--- src/rtl/ps2_host_tx_if.sv ---
// Command-side handshake plus raw PS/2 pin levels and pin-drive enables of the host transmitter.
// The slave modport is the transmitter; the master modport is whoever issues bytes and owns the pins.
interface ps2_host_tx_if;
    logic [7:0] data_in;
    logic       send;
    logic       ps2_clk_in;
    logic       ps2_data_in;
    logic       ps2_clk_oe;
    logic       ps2_data_oe;
    logic       busy;
    logic       done;
    logic       err;

    modport master (
        output data_in, send, ps2_clk_in, ps2_data_in,
        input  ps2_clk_oe, ps2_data_oe, busy, done, err
    );

    modport slave (
        input  data_in, send, ps2_clk_in, ps2_data_in,
        output ps2_clk_oe, ps2_data_oe, busy, done, err
    );
endinterface

--- src/rtl/ps2_host_tx.sv ---
// PS/2 host-to-device byte sender: inhibit, start, 8 data LSB first, odd parity, stop, ack check.
// Busy from accepted send until done/err; send ignored while busy. PS2_TX_TIMEOUT_EN adds a watchdog.
module ps2_host_tx #(
    parameter int TICKS_PER_US = 50,
    parameter int INHIBIT_US   = 100,
    parameter int SETUP_US     = 2,
    parameter int TIMEOUT_US   = 15000
) (
    input  logic         qzt_clk,
    input  logic         rst_n,
    ps2_host_tx_if.slave bus
);
    localparam int DIV_W  = (TICKS_PER_US > 1) ? $clog2(TICKS_PER_US) : 1;
    localparam int MAX_A  = (INHIBIT_US > TIMEOUT_US) ? INHIBIT_US : TIMEOUT_US;
    localparam int US_MAX = (MAX_A > SETUP_US) ? MAX_A : SETUP_US;
    localparam int US_W   = $clog2(US_MAX + 1);

    typedef enum logic [2:0] {IDLE, INHIBIT, REQ, SHIFT, ACK, WAIT_IDLE} state_t;

    state_t           state, state_n;
    logic [2:0]       clk_sync;
    logic [1:0]       data_sync;
    logic             clk_s, data_s, fall, tick;
    logic [DIV_W-1:0] div_cnt;
    logic [US_W-1:0]  us_cnt, us_n;
    logic [8:0]       shreg, shreg_n;
    logic [3:0]       idx, idx_n;
    logic             data_oe_q, data_oe_n;
    logic             done_q, done_n, err_q, err_n;

    // Lines idle high, so the synchronisers reset to 1 to avoid a spurious fall after reset.
    always_ff @(posedge qzt_clk or negedge rst_n) begin
        if (!rst_n) begin
            clk_sync  <= 3'b111;
            data_sync <= 2'b11;
        end else begin
            clk_sync  <= {clk_sync[1:0], bus.ps2_clk_in};
            data_sync <= {data_sync[0], bus.ps2_data_in};
        end
    end

    assign clk_s  = clk_sync[1];
    assign data_s = data_sync[1];
    assign fall   = clk_sync[2] & ~clk_sync[1];
    assign tick   = (div_cnt == DIV_W'(TICKS_PER_US - 1));

    always_ff @(posedge qzt_clk or negedge rst_n) begin
        if (!rst_n) div_cnt <= '0;
        else        div_cnt <= tick ? '0 : div_cnt + 1'b1;
    end

`ifdef PS2_TX_TIMEOUT_EN
    logic [US_W-1:0] wd_cnt;
    logic            wd_hit;

    always_ff @(posedge qzt_clk or negedge rst_n) begin
        if (!rst_n)              wd_cnt <= '0;
        else if (state == IDLE)  wd_cnt <= '0;
        else if (tick)           wd_cnt <= wd_cnt + 1'b1;
    end

    assign wd_hit = (state != IDLE) && tick && (wd_cnt == US_W'(TIMEOUT_US - 1));
`endif

    always_ff @(posedge qzt_clk or negedge rst_n) begin
        if (!rst_n) begin
            state     <= IDLE;
            us_cnt    <= '0;
            shreg     <= '0;
            idx       <= '0;
            data_oe_q <= 1'b0;
            done_q    <= 1'b0;
            err_q     <= 1'b0;
        end else begin
            state     <= state_n;
            us_cnt    <= us_n;
            shreg     <= shreg_n;
            idx       <= idx_n;
            data_oe_q <= data_oe_n;
            done_q    <= done_n;
            err_q     <= err_n;
        end
    end

    always_comb begin
        state_n   = state;
        us_n      = us_cnt;
        shreg_n   = shreg;
        idx_n     = idx;
        data_oe_n = data_oe_q;
        done_n    = 1'b0;
        err_n     = 1'b0;
        case (state)
            IDLE: begin
                data_oe_n = 1'b0;
                // A send coinciding with the done/err pulse is dropped.
                if (bus.send && !done_q && !err_q) begin
                    shreg_n = {~^bus.data_in, bus.data_in};
                    us_n    = '0;
                    idx_n   = '0;
                    state_n = INHIBIT;
                end
            end
            INHIBIT: if (tick) begin
                if (us_cnt == US_W'(INHIBIT_US - 1)) begin
                    us_n      = '0;
                    data_oe_n = 1'b1;
                    state_n   = REQ;
                end else begin
                    us_n = us_cnt + 1'b1;
                end
            end
            REQ: if (tick) begin
                if (us_cnt == US_W'(SETUP_US - 1)) begin
                    us_n    = '0;
                    idx_n   = '0;
                    state_n = SHIFT;
                end else begin
                    us_n = us_cnt + 1'b1;
                end
            end
            SHIFT: if (fall) begin
                data_oe_n = (idx <= 4'd8) ? ~shreg[idx] : 1'b0;
                idx_n     = idx + 4'd1;
                if (idx == 4'd9) state_n = ACK;
            end
            ACK: if (fall) begin
                if (!data_s) begin
                    state_n = WAIT_IDLE;
                end else begin
                    err_n   = 1'b1;
                    state_n = IDLE;
                end
            end
            WAIT_IDLE: if (clk_s && data_s) begin
                done_n  = 1'b1;
                state_n = IDLE;
            end
            default: state_n = IDLE;
        endcase
`ifdef PS2_TX_TIMEOUT_EN
        if (wd_hit) begin
            state_n   = IDLE;
            data_oe_n = 1'b0;
            done_n    = 1'b0;
            err_n     = 1'b1;
        end
`endif
    end

    assign bus.ps2_clk_oe  = (state == INHIBIT) || (state == REQ);
    assign bus.ps2_data_oe = data_oe_q;
    assign bus.busy        = (state != IDLE);
    assign bus.done        = done_q;
    assign bus.err         = err_q;
endmodule

--- src/flat_wrapper.sv ---
// flat-port wrapper written by rule: the top's interface ports become plain ports
module ps2_host_tx_flat 
#(
    parameter int TICKS_PER_US = 50,
    parameter int INHIBIT_US   = 100,
    parameter int SETUP_US     = 2,
    parameter int TIMEOUT_US   = 15000
)
  (qzt_clk, rst_n, bus_data_in, bus_send, bus_ps2_clk_in, bus_ps2_data_in, bus_ps2_clk_oe, bus_ps2_data_oe, bus_busy, bus_done, bus_err);
  ps2_host_tx_if bus_i ();
  input  logic qzt_clk;
  input  logic rst_n;
  input wire logic [$bits(bus_i.data_in)-1:0] bus_data_in;
  input wire logic [$bits(bus_i.send)-1:0] bus_send;
  input wire logic [$bits(bus_i.ps2_clk_in)-1:0] bus_ps2_clk_in;
  input wire logic [$bits(bus_i.ps2_data_in)-1:0] bus_ps2_data_in;
  output wire logic [$bits(bus_i.ps2_clk_oe)-1:0] bus_ps2_clk_oe;
  output wire logic [$bits(bus_i.ps2_data_oe)-1:0] bus_ps2_data_oe;
  output wire logic [$bits(bus_i.busy)-1:0] bus_busy;
  output wire logic [$bits(bus_i.done)-1:0] bus_done;
  output wire logic [$bits(bus_i.err)-1:0] bus_err;
  assign bus_i.data_in = bus_data_in;
  assign bus_i.send = bus_send;
  assign bus_i.ps2_clk_in = bus_ps2_clk_in;
  assign bus_i.ps2_data_in = bus_ps2_data_in;
  assign bus_ps2_clk_oe = bus_i.ps2_clk_oe;
  assign bus_ps2_data_oe = bus_i.ps2_data_oe;
  assign bus_busy = bus_i.busy;
  assign bus_done = bus_i.done;
  assign bus_err = bus_i.err;
  ps2_host_tx #(.TICKS_PER_US(TICKS_PER_US), .INHIBIT_US(INHIBIT_US), .SETUP_US(SETUP_US), .TIMEOUT_US(TIMEOUT_US)) u_core (.qzt_clk(qzt_clk), .rst_n(rst_n), .bus(bus_i));
endmodule
--- config.mk ---
export PLATFORM = sky130hd
export DESIGN_NAME = ps2_host_tx_flat
export DESIGN_NICKNAME = d
export VERILOG_FILES = /design/src/rtl/ps2_host_tx_if.sv /design/src/rtl/ps2_host_tx.sv /design/src/flat_wrapper.sv
export SDC_FILE = /design/constraint.sdc
export NUM_CORES = 1
export LEC_CHECK = 0
export BUFFER_PORTS_ARGS = -buffer_cell sky130_fd_sc_hd__buf_2
export CAP_MARGIN = 20
export CORE_ASPECT_RATIO = 0.75
export CORE_MARGIN = 2
export CORE_UTILIZATION = 45
export DETAILED_ROUTE_END_ITERATION = 16
export SYNTH_ARGS = -nofsm -noshare
export SYNTH_HDL_FRONTEND = slang
export SYNTH_SLANG_ARGS = --single-unit
export TNS_END_PERCENT = 5
--- constraint.sdc ---
create_clock -name qzt_clk -period 2.75 [get_ports qzt_clk]
set_input_delay 0.55 -clock qzt_clk [delete_from_list [all_inputs] [get_ports qzt_clk]]
set_output_delay 0.55 -clock qzt_clk [all_outputs]
set_load 0.01 [all_outputs]
==> flow_summary.ini <==
[outcome]
status = finished, final reports clean

[setup_path]
critPathKind = reg -> reg
rr_worst_depth = 7
crit_fanout = 6
critPathArrivalTime_ns = 2.51
endpoint = u_core.idx[2]$_DFFE_PN0P_
rr_endpoint = u_core.idx[2]$_DFFE_PN0P_
rrSetupSlack_ns = 0.46
reg2reg_from = u_core.div_cnt[1]$_DFF_PN0_
cp-end-kind = flop
cp-startpoint = u_core.div_cnt[1]$_DFF_PN0_
start_kind = flop
cp_data_required_time_ns = 2.97

[clock_tree]
root_buffer = clkbuf_8
cts_hold_buf = 0
clk_pin_slew_ns = 0.09
h-tree-depth = 2
clockBufferDepth = 2
cts_resized = 0
numCtsBuffers = 5
cts_setup_buffers = 0
clk_latency_ns = 0.30
cts_tree = yes
numClockSinks = 44

[synthesis]
synth_largest_area_cell = dfrtp_1
synth_xor_area_frac = 0.0396
synth_fa_ha_area_frac = 0.0309
netlist_area_um2 = 2430
synth-async-reset-ratio = 1.00
netlist-cell-type-count = 59
synth_edf_count = 0
synth_top_family_by_area = simple AND/OR/NAND/NOR gates
syn_avg_cell_area_um2 = 10.6
syn_nets = 248
yosys-top-cells-area = dfrtp_1, dfstp_2, mux2_2
synthSimpleGateAreaFrac = 0.190
synth-seq-area-share = 0.455
netlist_instances = 229
ys.warnings.count = 0
muxShareOfSynthArea = 0.0705
yosys_register_bits = 44
synth.top_cell.area_share = 0.401
synth_compound_area_frac = 0.166
synth-main-ff-cell = dfrtp_1

[die]
initial_core_util = 0.462
die_x_um = 88.9
die-area_um2 = 6020
core_um2 = 5270
die_h_um = 67.7
io_pins = 18
row_count = 23

[timing]
skew_ns = 0.00427
final.min_clock_period_ns = 2.29
finalCritPeriodShare = 0.834
finalWorstSetupSlack_ns = 0.458
fmax_mhz = 436
setup_viol = 0
worst_pin_slew_ns = 0.707
drv_slew = 0
finalSetupTns_ns = 0
slew_headroom = 0.529
hold_viol_final = 0
rsz0062_at_grt = no

[power]
p_per_area_nw_per_um2 = 459
ir_drop_mv = 0.350
leakage_nw = 1.18

[finish]
final_area_um2 = 2700
final_cell_mix = dfrtp_1, buf_2, o21ai_0
register_area_um2 = 1110
antenna_cells = 0
multi_input_area_um2 = 1210
area_growth_pct = 10.8
layout_commonest_cell = dfrtp_1
nFillCells = 480
nNetsFinal = 267
drive_gt1_frac = 0.217

[run]
maxCapViolations = 0

[placed_design]
hpwl_mm = 3.39
gp_congestion = 0.827
portBuffers = 17
dp_slack_ns = 0.433
place_area_um2 = 2550

[detailed_routing]
drt-pass1-iter-count = 4
detail_route.wl_per_cell_um = 14.9
drc = 0
wl_mm = 4.82
ant_nets = 0
vias_per_cell = 5.44
dr.first_iter.drc_count = 97
dr_total_vias = 1762

[grt]
grt_pass1_wl_mm = 8.31
grt_overflow_total = 0
grt_antenna_before_repair = 0
grt_max_degree = 45
grt.total_usage = 0.183
grt_pass1_vias = 1703

[min_path]
hp-class = in -> async
-- area by class of cell --
cell class,instances,area share
multi-input combinational,165,0.448
sequential,44,0.411
timing repair buffer,20,0.0446
tap,75,0.0348
clock buffer,6,0.0306
inverter,12,0.0167
clock inverter,2,0.0144
-- stage by stage --
step	instances	hold slack [ns]	total power [W]	utilization
6_report	324	0.147	0.00124	0.512
2_1_floorplan	229	0.254	0.000688	-
4_1_cts	323	0.326	0.00125	0.508
3_5_place_dp	315	0.347	0.000715	0.485
3_3_place_gp	315	0.348	0.000715	0.485
5_1_grt	324	0.158	0.00129	0.512
-- state kept, by name (all words and copies together), names as in the netlist --
signal	count
u_core.state	3
u_core.shreg	9
u_core.clk_sync	3
u_core.bus.err	1
u_core.bus.done	1
u_core.bus.ps2_data_oe	1
u_core.us_cnt	14
u_core.data_sync	2
u_core.div_cnt	6
u_core.idx	4
-- worst min path at each step --
stage                                       start                             to  cells after the start
global route                                rst_n   u_core.us_cnt[9]$_DFFE_PN0P_                      1
detailed placement   u_core.clk_sync[0]$_DFF_PN1_   u_core.clk_sync[1]$_DFF_PN1_                      0
global placement    u_core.data_sync[0]$_DFF_PN1_  u_core.data_sync[1]$_DFF_PN1_                      0
CTS                               bus_ps2_data_in  u_core.data_sync[0]$_DFF_PN1_                      1
finish                                      rst_n    u_core.div_cnt[3]$_DFF_PN0_                      1
floorplan                                   rst_n      u_core.bus.done$_DFF_PN0_                      0
-- worst max-delay path: stages (launching register included) --
cell,delay [ns]
dfrtp_1,0.41
inv_1,0.06
ha_1,0.13
nor3b_2,0.31
a32oi_1,0.21
a221oi_1,0.67
nand3_1,0.23
o2bb2ai_1,0.19
-- synthesized netlist by cell type (2+ instances only) --
| library cell | n |
|---|---|
| a22oi_1 | 3 |
| o21ai_0 | 16 |
| xor2_1 | 2 |
| o22ai_1 | 3 |
| dfrtp_1 | 39 |
| xnor2_1 | 9 |
| inv_1 | 12 |
| clkbuf_1 | 2 |
| clkbuf_8 | 3 |
| o221ai_1 | 2 |
| and3_1 | 4 |
| nand3_1 | 9 |
| nand4b_1 | 2 |
| nand2_1 | 11 |
| nand2b_1 | 3 |
| dfstp_2 | 5 |
| mux2_2 | 9 |
| a22o_1 | 6 |
| nand4_1 | 4 |
| nor3_1 | 4 |
| nor4_1 | 2 |
| nor2b_1 | 5 |
| o41ai_1 | 2 |
| nand3b_1 | 2 |
| mux4_2 | 2 |
| and4_1 | 2 |
| a21o_1 | 3 |
| nor2_1 | 15 |
| o2bb2ai_1 | 5 |
| a21oi_1 | 9 |
| ha_1 | 6 |
-- per-layer routing --
layer	vias to the layer above	global-route usage	routed length, µm
met4	0	0.0701	55
met3	6	0.0440	238
met2	45	0.252	1960
li1	883	-	-
met1	828	0.274	2570
met5	-	0	0
-- logic make-up after synthesis --
kind of cell,count (synthesis)
compound gates,59
xor+xnor,11
fa+ha+maj,6
buf+inv,20
flops,44
mux,13
simple gates,76
-- power by group --
part / internal, W / switching (W)
clock: 0.000297 / 0.000235
sequential: 0.000653 / 0.00000257
combinational: 0.0000223 / 0.0000262
Power figures use the tool's default switching activity.
